## src/rtl/uart_cfg_pkg.sv

```systemverilog
// Shared types and constants for the uart_cfg block.
// Parity support is built only when UART_CFG_PARITY_EN is defined.
package uart_cfg_pkg;

  typedef enum logic [2:0] {
    IDLE,
    START,
    DATA,
    PARITY,
    STOP
  } state_t;

  localparam int DATA_BITS_MIN = 5;
  localparam int DATA_BITS_MAX = 9;
  localparam int STOP_BITS_MIN = 1;
  localparam int STOP_BITS_MAX = 2;
  localparam int OVERSAMPLE_LO = 8;
  localparam int OVERSAMPLE_HI = 16;

  function automatic int calc_div(
    input int clock_rate,
    input int baud_rate,
    input int oversample
  );
    int d;
    d = clock_rate / (baud_rate * oversample);
    return (d < 1) ? 1 : d;
  endfunction

endpackage

```

## src/rtl/uart_baud_tick.sv

```systemverilog
// Free-running oversample tick shared by the TX and RX paths.
// One-cycle tick every DIV clocks.
module uart_baud_tick #(
  parameter int DIV = 1
) (
  input  logic clk,
  input  logic rst_n,
  output logic tick
);

  localparam int W = (DIV > 1) ? $clog2(DIV) : 1;

  logic [W-1:0] cnt;

  always_ff @(posedge clk or negedge rst_n) begin
    if (!rst_n) begin
      cnt  <= '0;
      tick <= 1'b0;
    end else if (cnt == W'(DIV - 1)) begin
      cnt  <= '0;
      tick <= 1'b1;
    end else begin
      cnt  <= cnt + 1'b1;
      tick <= 1'b0;
    end
  end

endmodule

```

## src/rtl/uart_cfg.sv

```systemverilog
// Configurable UART transmitter/receiver with handshake ports.
// Define UART_CFG_PARITY_EN to add one parity bit per frame.
module uart_cfg
  import uart_cfg_pkg::*;
#(
  parameter int CLOCK_RATE = 100000000,
  parameter int BAUD_RATE  = 9600,
  parameter int DATA_BITS  = 8,
  parameter int STOP_BITS  = 1,
  parameter int OVERSAMPLE = 16,
  parameter int PARITY_ODD = 0
) (
  input  logic                 clk,
  input  logic                 rst_n,
  input  logic                 rx,
  output logic                 tx,
  input  logic                 rx_en,
  input  logic                 tx_en,
  input  logic                 tx_valid,
  input  logic [DATA_BITS-1:0] tx_data,
  output logic                 tx_ready,
  output logic                 tx_busy,
  output logic                 tx_done,
  output logic [DATA_BITS-1:0] rx_data,
  output logic                 rx_valid,
  input  logic                 rx_ack,
  output logic                 rx_busy,
  output logic                 rx_frame_err,
  output logic                 rx_parity_err,
  output logic                 rx_overrun
);

  localparam int CW = 6;
  localparam logic [CW-1:0] OS_LAST = CW'(OVERSAMPLE - 1);
  localparam logic [CW-1:0] OS_MID = CW'(OVERSAMPLE / 2 - 1);
  localparam logic [CW-1:0] STOP_LAST = CW'(STOP_BITS * OVERSAMPLE - 1);
  localparam logic [3:0] BIT_LAST = 4'(DATA_BITS - 1);

  if (DATA_BITS < DATA_BITS_MIN || DATA_BITS > DATA_BITS_MAX ||
      STOP_BITS < STOP_BITS_MIN || STOP_BITS > STOP_BITS_MAX ||
      (OVERSAMPLE != OVERSAMPLE_LO && OVERSAMPLE != OVERSAMPLE_HI) ||
      PARITY_ODD < 0 || PARITY_ODD > 1) begin : g_bad_cfg
    $error("uart_cfg: parameter out of legal range");
  end

  logic tick;

  uart_baud_tick #(
    .DIV(calc_div(CLOCK_RATE, BAUD_RATE, OVERSAMPLE))
  ) u_tick (
    .clk  (clk),
    .rst_n(rst_n),
    .tick (tick)
  );

  logic run;

  always_ff @(posedge clk or negedge rst_n) begin
    if (!rst_n) run <= 1'b0;
    else        run <= 1'b1;
  end

  state_t               tx_state;
  logic [DATA_BITS-1:0] tx_shift;
  logic [CW-1:0]        tx_cnt;
  logic [3:0]           tx_bit;
  logic                 tx_arm;

  assign tx_ready = run && tx_en && (tx_state == IDLE);
  assign tx_busy  = (tx_state != IDLE);

`ifdef UART_CFG_PARITY_EN
  localparam logic ODD = (PARITY_ODD != 0);
  logic tx_par;

  always_ff @(posedge clk or negedge rst_n) begin
    if (!rst_n)                     tx_par <= 1'b0;
    else if (tx_ready && tx_valid)  tx_par <= ^tx_data ^ ODD;
  end
`endif

  // START waits for the first tick (tx_arm) so every bit spans whole ticks
  always_ff @(posedge clk or negedge rst_n) begin
    if (!rst_n) begin
      tx_state <= IDLE;
      tx_shift <= '0;
      tx_cnt   <= '0;
      tx_bit   <= '0;
      tx_arm   <= 1'b0;
      tx       <= 1'b1;
      tx_done  <= 1'b0;
    end else begin
      tx_done <= 1'b0;
      unique case (tx_state)
        IDLE: if (tx_ready && tx_valid) begin
          tx_shift <= tx_data;
          tx_arm   <= 1'b0;
          tx_state <= START;
        end
        START: if (tick) begin
          if (!tx_arm) begin
            tx_arm <= 1'b1;
            tx     <= 1'b0;
            tx_cnt <= '0;
          end else if (tx_cnt == OS_LAST) begin
            tx_cnt   <= '0;
            tx_bit   <= '0;
            tx       <= tx_shift[0];
            tx_state <= DATA;
          end else begin
            tx_cnt <= tx_cnt + 1'b1;
          end
        end
        DATA: if (tick) begin
          if (tx_cnt != OS_LAST) begin
            tx_cnt <= tx_cnt + 1'b1;
          end else begin
            tx_cnt <= '0;
            if (tx_bit != BIT_LAST) begin
              tx_bit   <= tx_bit + 1'b1;
              tx_shift <= tx_shift >> 1;
              tx       <= tx_shift[1];
            end else begin
`ifdef UART_CFG_PARITY_EN
              tx       <= tx_par;
              tx_state <= PARITY;
`else
              tx       <= 1'b1;
              tx_state <= STOP;
`endif
            end
          end
        end
`ifdef UART_CFG_PARITY_EN
        PARITY: if (tick) begin
          if (tx_cnt != OS_LAST) begin
            tx_cnt <= tx_cnt + 1'b1;
          end else begin
            tx_cnt   <= '0;
            tx       <= 1'b1;
            tx_state <= STOP;
          end
        end
`endif
        STOP: if (tick) begin
          if (tx_cnt != STOP_LAST) begin
            tx_cnt <= tx_cnt + 1'b1;
          end else begin
            tx_cnt   <= '0;
            tx_done  <= 1'b1;
            tx_state <= IDLE;
          end
        end
        default: tx_state <= IDLE;
      endcase
    end
  end

  logic [1:0] sync;
  logic       rx_s;
  logic       rx_prev;

  assign rx_s = sync[1];

  always_ff @(posedge clk or negedge rst_n) begin
    if (!rst_n) begin
      sync    <= 2'b11;
      rx_prev <= 1'b1;
    end else begin
      sync    <= {sync[0], rx};
      rx_prev <= rx_s;
    end
  end

  state_t               rx_state;
  logic [CW-1:0]        rx_cnt;
  logic [3:0]           rx_bit;
  logic [DATA_BITS-1:0] rx_shift;
  logic                 keep;

  assign rx_busy = (rx_state != IDLE);
  assign keep    = rx_valid && !rx_ack;

`ifdef UART_CFG_PARITY_EN
  logic rx_par;
  logic par_err;
`else
  assign rx_parity_err = 1'b0;
`endif

  // a completing frame overrides an ack in the same cycle
  always_ff @(posedge clk or negedge rst_n) begin
    if (!rst_n) begin
      rx_state     <= IDLE;
      rx_cnt       <= '0;
      rx_bit       <= '0;
      rx_shift     <= '0;
      rx_data      <= '0;
      rx_valid     <= 1'b0;
      rx_frame_err <= 1'b0;
      rx_overrun   <= 1'b0;
`ifdef UART_CFG_PARITY_EN
      rx_par       <= 1'b0;
      par_err      <= 1'b0;
`endif
    end else begin
      if (rx_valid && rx_ack) begin
        rx_valid     <= 1'b0;
        rx_frame_err <= 1'b0;
        rx_overrun   <= 1'b0;
`ifdef UART_CFG_PARITY_EN
        par_err      <= 1'b0;
`endif
      end
      unique case (rx_state)
        IDLE: if (rx_en && rx_prev && !rx_s) begin
          rx_cnt   <= '0;
          rx_state <= START;
        end
        START: if (tick) begin
          if (rx_cnt != OS_MID) begin
            rx_cnt <= rx_cnt + 1'b1;
          end else if (rx_s) begin
            rx_state <= IDLE;
          end else begin
            rx_cnt   <= '0;
            rx_bit   <= '0;
            rx_state <= DATA;
          end
        end
        DATA: if (tick) begin
          if (rx_cnt != OS_LAST) begin
            rx_cnt <= rx_cnt + 1'b1;
          end else begin
            rx_cnt   <= '0;
            rx_shift <= {rx_s, rx_shift[DATA_BITS-1:1]};
            rx_bit   <= rx_bit + 1'b1;
`ifdef UART_CFG_PARITY_EN
            if (rx_bit == BIT_LAST) rx_state <= PARITY;
`else
            if (rx_bit == BIT_LAST) rx_state <= STOP;
`endif
          end
        end
`ifdef UART_CFG_PARITY_EN
        PARITY: if (tick) begin
          if (rx_cnt != OS_LAST) begin
            rx_cnt <= rx_cnt + 1'b1;
          end else begin
            rx_cnt   <= '0;
            rx_par   <= rx_s;
            rx_state <= STOP;
          end
        end
`endif
        STOP: if (tick) begin
          if (rx_cnt != OS_LAST) begin
            rx_cnt <= rx_cnt + 1'b1;
          end else begin
            rx_cnt       <= '0;
            rx_state     <= IDLE;
            rx_data      <= rx_shift;
            rx_valid     <= 1'b1;
            rx_frame_err <= (keep & rx_frame_err) | !rx_s;
            rx_overrun   <= keep;
`ifdef UART_CFG_PARITY_EN
            par_err      <= (keep & par_err) |
                            (^rx_shift ^ ODD ^ rx_par);
`endif
          end
        end
        default: rx_state <= IDLE;
      endcase
    end
  end

`ifdef UART_CFG_PARITY_EN
  assign rx_parity_err = par_err;
`endif

endmodule
```

## config.mk

```make
export PLATFORM = sky130hd
export DESIGN_NAME = uart_cfg
export DESIGN_NICKNAME = d
export VERILOG_FILES = /design/src/rtl/uart_cfg_pkg.sv /design/src/rtl/uart_baud_tick.sv /design/src/rtl/uart_cfg.sv
export SDC_FILE = /design/constraint.sdc
export NUM_CORES = 1
export LEC_CHECK = 0
export ABC_CLOCK_PERIOD_IN_PS = 5000
export CAP_MARGIN = 25
export CORE_MARGIN = 10
export CORE_UTILIZATION = 50
export DETAILED_ROUTE_END_ITERATION = 8
export GPL_TIMING_DRIVEN = 0
export PLACE_DENSITY = 0.72
export SYNTH_ARGS = -nofsm -noshare
export SYNTH_HDL_FRONTEND = slang
export SYNTH_SLANG_ARGS = --single-unit
```

## constraint.sdc

```tcl
create_clock -name clk -period 5 [get_ports clk]
set_input_delay 1 -clock clk [delete_from_list [all_inputs] [get_ports clk]]
set_output_delay 1 -clock clk [all_outputs]
set_load 0.01 [all_outputs]
```

==> qor.yml <==
status: "complete, no violations"
worstPathMaxFanout: 2
critPathTopFamily: "buffers and inverters"
clk_path_buf_depth: 2
worstPathArrival_ns: 2.15
cts.clk_slew.worst_paths_ns: 0.07
nNetsFinal: 403
r2r_start: "tx_cnt[0]"
detail_route.vias_per_cell: 5.574
firstDrtPassIters: 4
fin_crit_ns: 3.147
initial_utilization_pct: 51.35
cts-buffers-inserted: 9
rr_endpoint: "tx_shift[2]"
maxCapViolations: 0
tns_ns: 0
finClkSkew_ns: 0.009397
layout_commonest_cell: "dfrtp_1"
diodes: 0
io_pins: 32
finalSetupViolations: 0
drive_gt1_share_pct: 10.85
setup_slack_ns: 1.853
whs_ns: 0.3585
power.density_nw_per_um2: 344.8
synth_ff_type: "dfrtp_1"
finalMaxSlewViolations: 0
rows: 30
fin_crit_sh_pct: 62.94
hold_depth: 0
end_kind: "output port"
post-cts-setup-buffers: 0
crit_chain: "clkdlybuf4s50_1 -> nand2_1 -> nor2_1 -> clkdlybuf4s50_1"
drt_wl_total_um: 6638
leakage_nw: 1.840
drc: 0
r2r_setup_slack_ns: 2.78
coreArea_sq_um: 6756
met3_length_um: 319
netlist_area_sq_um: 3470
place.gp.congestion: 0.8230
vias: 2603
grt_overflow: 0
grt_pass1_vias: 2490
areaGrowthSynthToFinish_pct: 17.92
finalHoldViolCount: 0
routed-wl-met2_um: 3066
ff2ff_path_depth: 6
htreeDepth: 3
postCtsHoldBufs: 0
min_from: "sync[0]"
yosysWarningCount: 0
max_stage_delay_ns: 0.55
pre_cts_slack_ns: 1.840
crit_top_cell: "clkdlybuf4s50_1"
syn-mean-instance-area_sq_um: 10.17
worst_slew_pin_slew_ns: 0.8588
worst-path-buf-inv: 2
die_h_um: 103.3
cp_slowest_cell: "clkdlybuf4s50_1"
hp-class: "flip-flop to flip-flop"
max_slew_margin_pct: 42.75
top_layer: "met4"
max_freq_ghz: 0.3178
drtAntennaViolNets: 0
hold_end: "sync[1]"
cts_sinks: 71
ys_ff_latch: 71
synth_edf_count: 0
synth_seq_area_share_pct: 51.35
synthArstFlopShare_pct: 100.0
cts_root_buffer: "clkbuf_8"
grt_max_degree: 72
syn_inst: 341
met1Wirelength_um: 3098
die_w_um: 103.3
layout_common_cells: "dfrtp_1 (67), nand2_1 (47), nor2_1 (29), clkdlybuf4s50_1 (29), o21ai_1 (17)"
cts_tree: "built"
ir_drop_mv: 0.2041
die-area_sq_um: 10670
track_usage_pct: 13.43
drtIter0Drc: 83
dp_hpwl_um: 4556
grt_pass1_wl_um: 11410
port-buffer-count: 30
clock_latency_ns: 0.34
start_kind: "primary input"
ctsResizeCount: 0
worstPathRequired_ns: 4.00
netlist-cell-type-count: 57
worstSetupPathType: "primary input to output port"
wl_per_cell_um: 14.21
antenna_found_initial: 0
synth_nets: 362
rsz0062_at_grt: "no"
[metal layers]
metal	global-route usage, %	vias up
met2	20.38	54
met3	3.389	15
met1	17.38	1248
met4	6.845	0
met5	0	-
li1	-	1286
[state kept, by name (all words and copies together), names as in the netlist]
register,count
sync,2
rx_bit,4
rx_frame_err,1
tx_shift,8
tx_bit,4
rx_state,3
tx_done,1
run,1
tx_state,3
u_tick.cnt,10
rx_prev,1
rx_overrun,1
rx_shift,8
tx_cnt,6
tx_arm,1
rx_data,8
rx_valid,1
u_tick.tick,1
tx,1
rx_cnt,6
[metrics by stage]
stage	util [%]	instances	instance area (sq um)	power, W
after floorplan	-	341	3470	0.0008309
after global placement	57.28	451	3870	0.0009009
after detailed placement	57.24	451	3867	0.0009062
after CTS	60.56	467	4091	0.001420
after global routing	60.56	467	4091	0.001479
final	60.56	467	4091	0.001411
[logic make-up after synthesis]
family                   synth area share, %
multiplexers                           7.429
buffers and inverters                  2.488
other                                 0.2165
flip-flops                             51.35
adder cells (fa/ha/maj)                2.164
AND/OR/NAND/NOR                        20.30
AO/OA/AOI/OAI                          12.77
XOR/XNOR                               3.282
[layout make-up]
cell class	instances	area [sq um]
sequential	71	1782
tap	80	100.1
clock inverter	5	82.58
timing repair buffer	30	297.8
buffer	13	56.30
fill	569	2665
inverter	8	30.03
clock buffer	11	141.4
multi-input combinational	249	1602
[report_power, final]
group	switching, W	leakage, nW	internal (W)
registers	0.0000299	0.937	0.000618
logic	0.000134	0.789	0.000115
clock network	0.000217	0.113	0.000296
[worst max-delay path by stage]
stage                      startpoint        end  slack (ns)  cells after the start
final                           tx_en   tx_ready        1.85                      4
after global routing      tx_state[1]   tx_ready        1.78                      4
after CTS                       tx_en   tx_ready        1.84                      4
after detailed placement        tx_en   tx_ready        1.84                      4
after global placement          rst_n  rx_cnt[3]        0.51                      1
after floorplan           tx_state[1]   tx_ready        2.78                      3
[cell usage after synthesis, drive strengths merged, types with 3 or more instances]
| cell type | n | area [sq um] |
|---|---|---|
| a21o | 3 | 22.52 |
| a21oi | 14 | 70.07 |
| a22o | 8 | 70.07 |
| and3 | 5 | 31.28 |
| and3b | 3 | 26.28 |
| buf | 4 | 22.52 |
| clkbuf | 9 | 33.78 |
| dfrtp | 67 | 1677 |
| dfstp | 4 | 105.1 |
| ha | 6 | 75.07 |
| inv | 8 | 30.03 |
| mux2 | 22 | 247.7 |
| nand2 | 47 | 176.4 |
| nand2b | 5 | 31.28 |
| nand3 | 16 | 85.08 |
| nor2 | 29 | 108.9 |
| nor2b | 7 | 43.79 |
| nor3 | 6 | 35.03 |
| nor4b | 3 | 26.28 |
| o211ai | 3 | 22.52 |
| o21ai | 21 | 105.1 |
| o31ai | 5 | 42.54 |
| or3 | 4 | 30.03 |
| xnor2 | 10 | 87.58 |
| xor2 | 3 | 26.28 |
No activity file was read; power rests on OpenSTA's default activity.
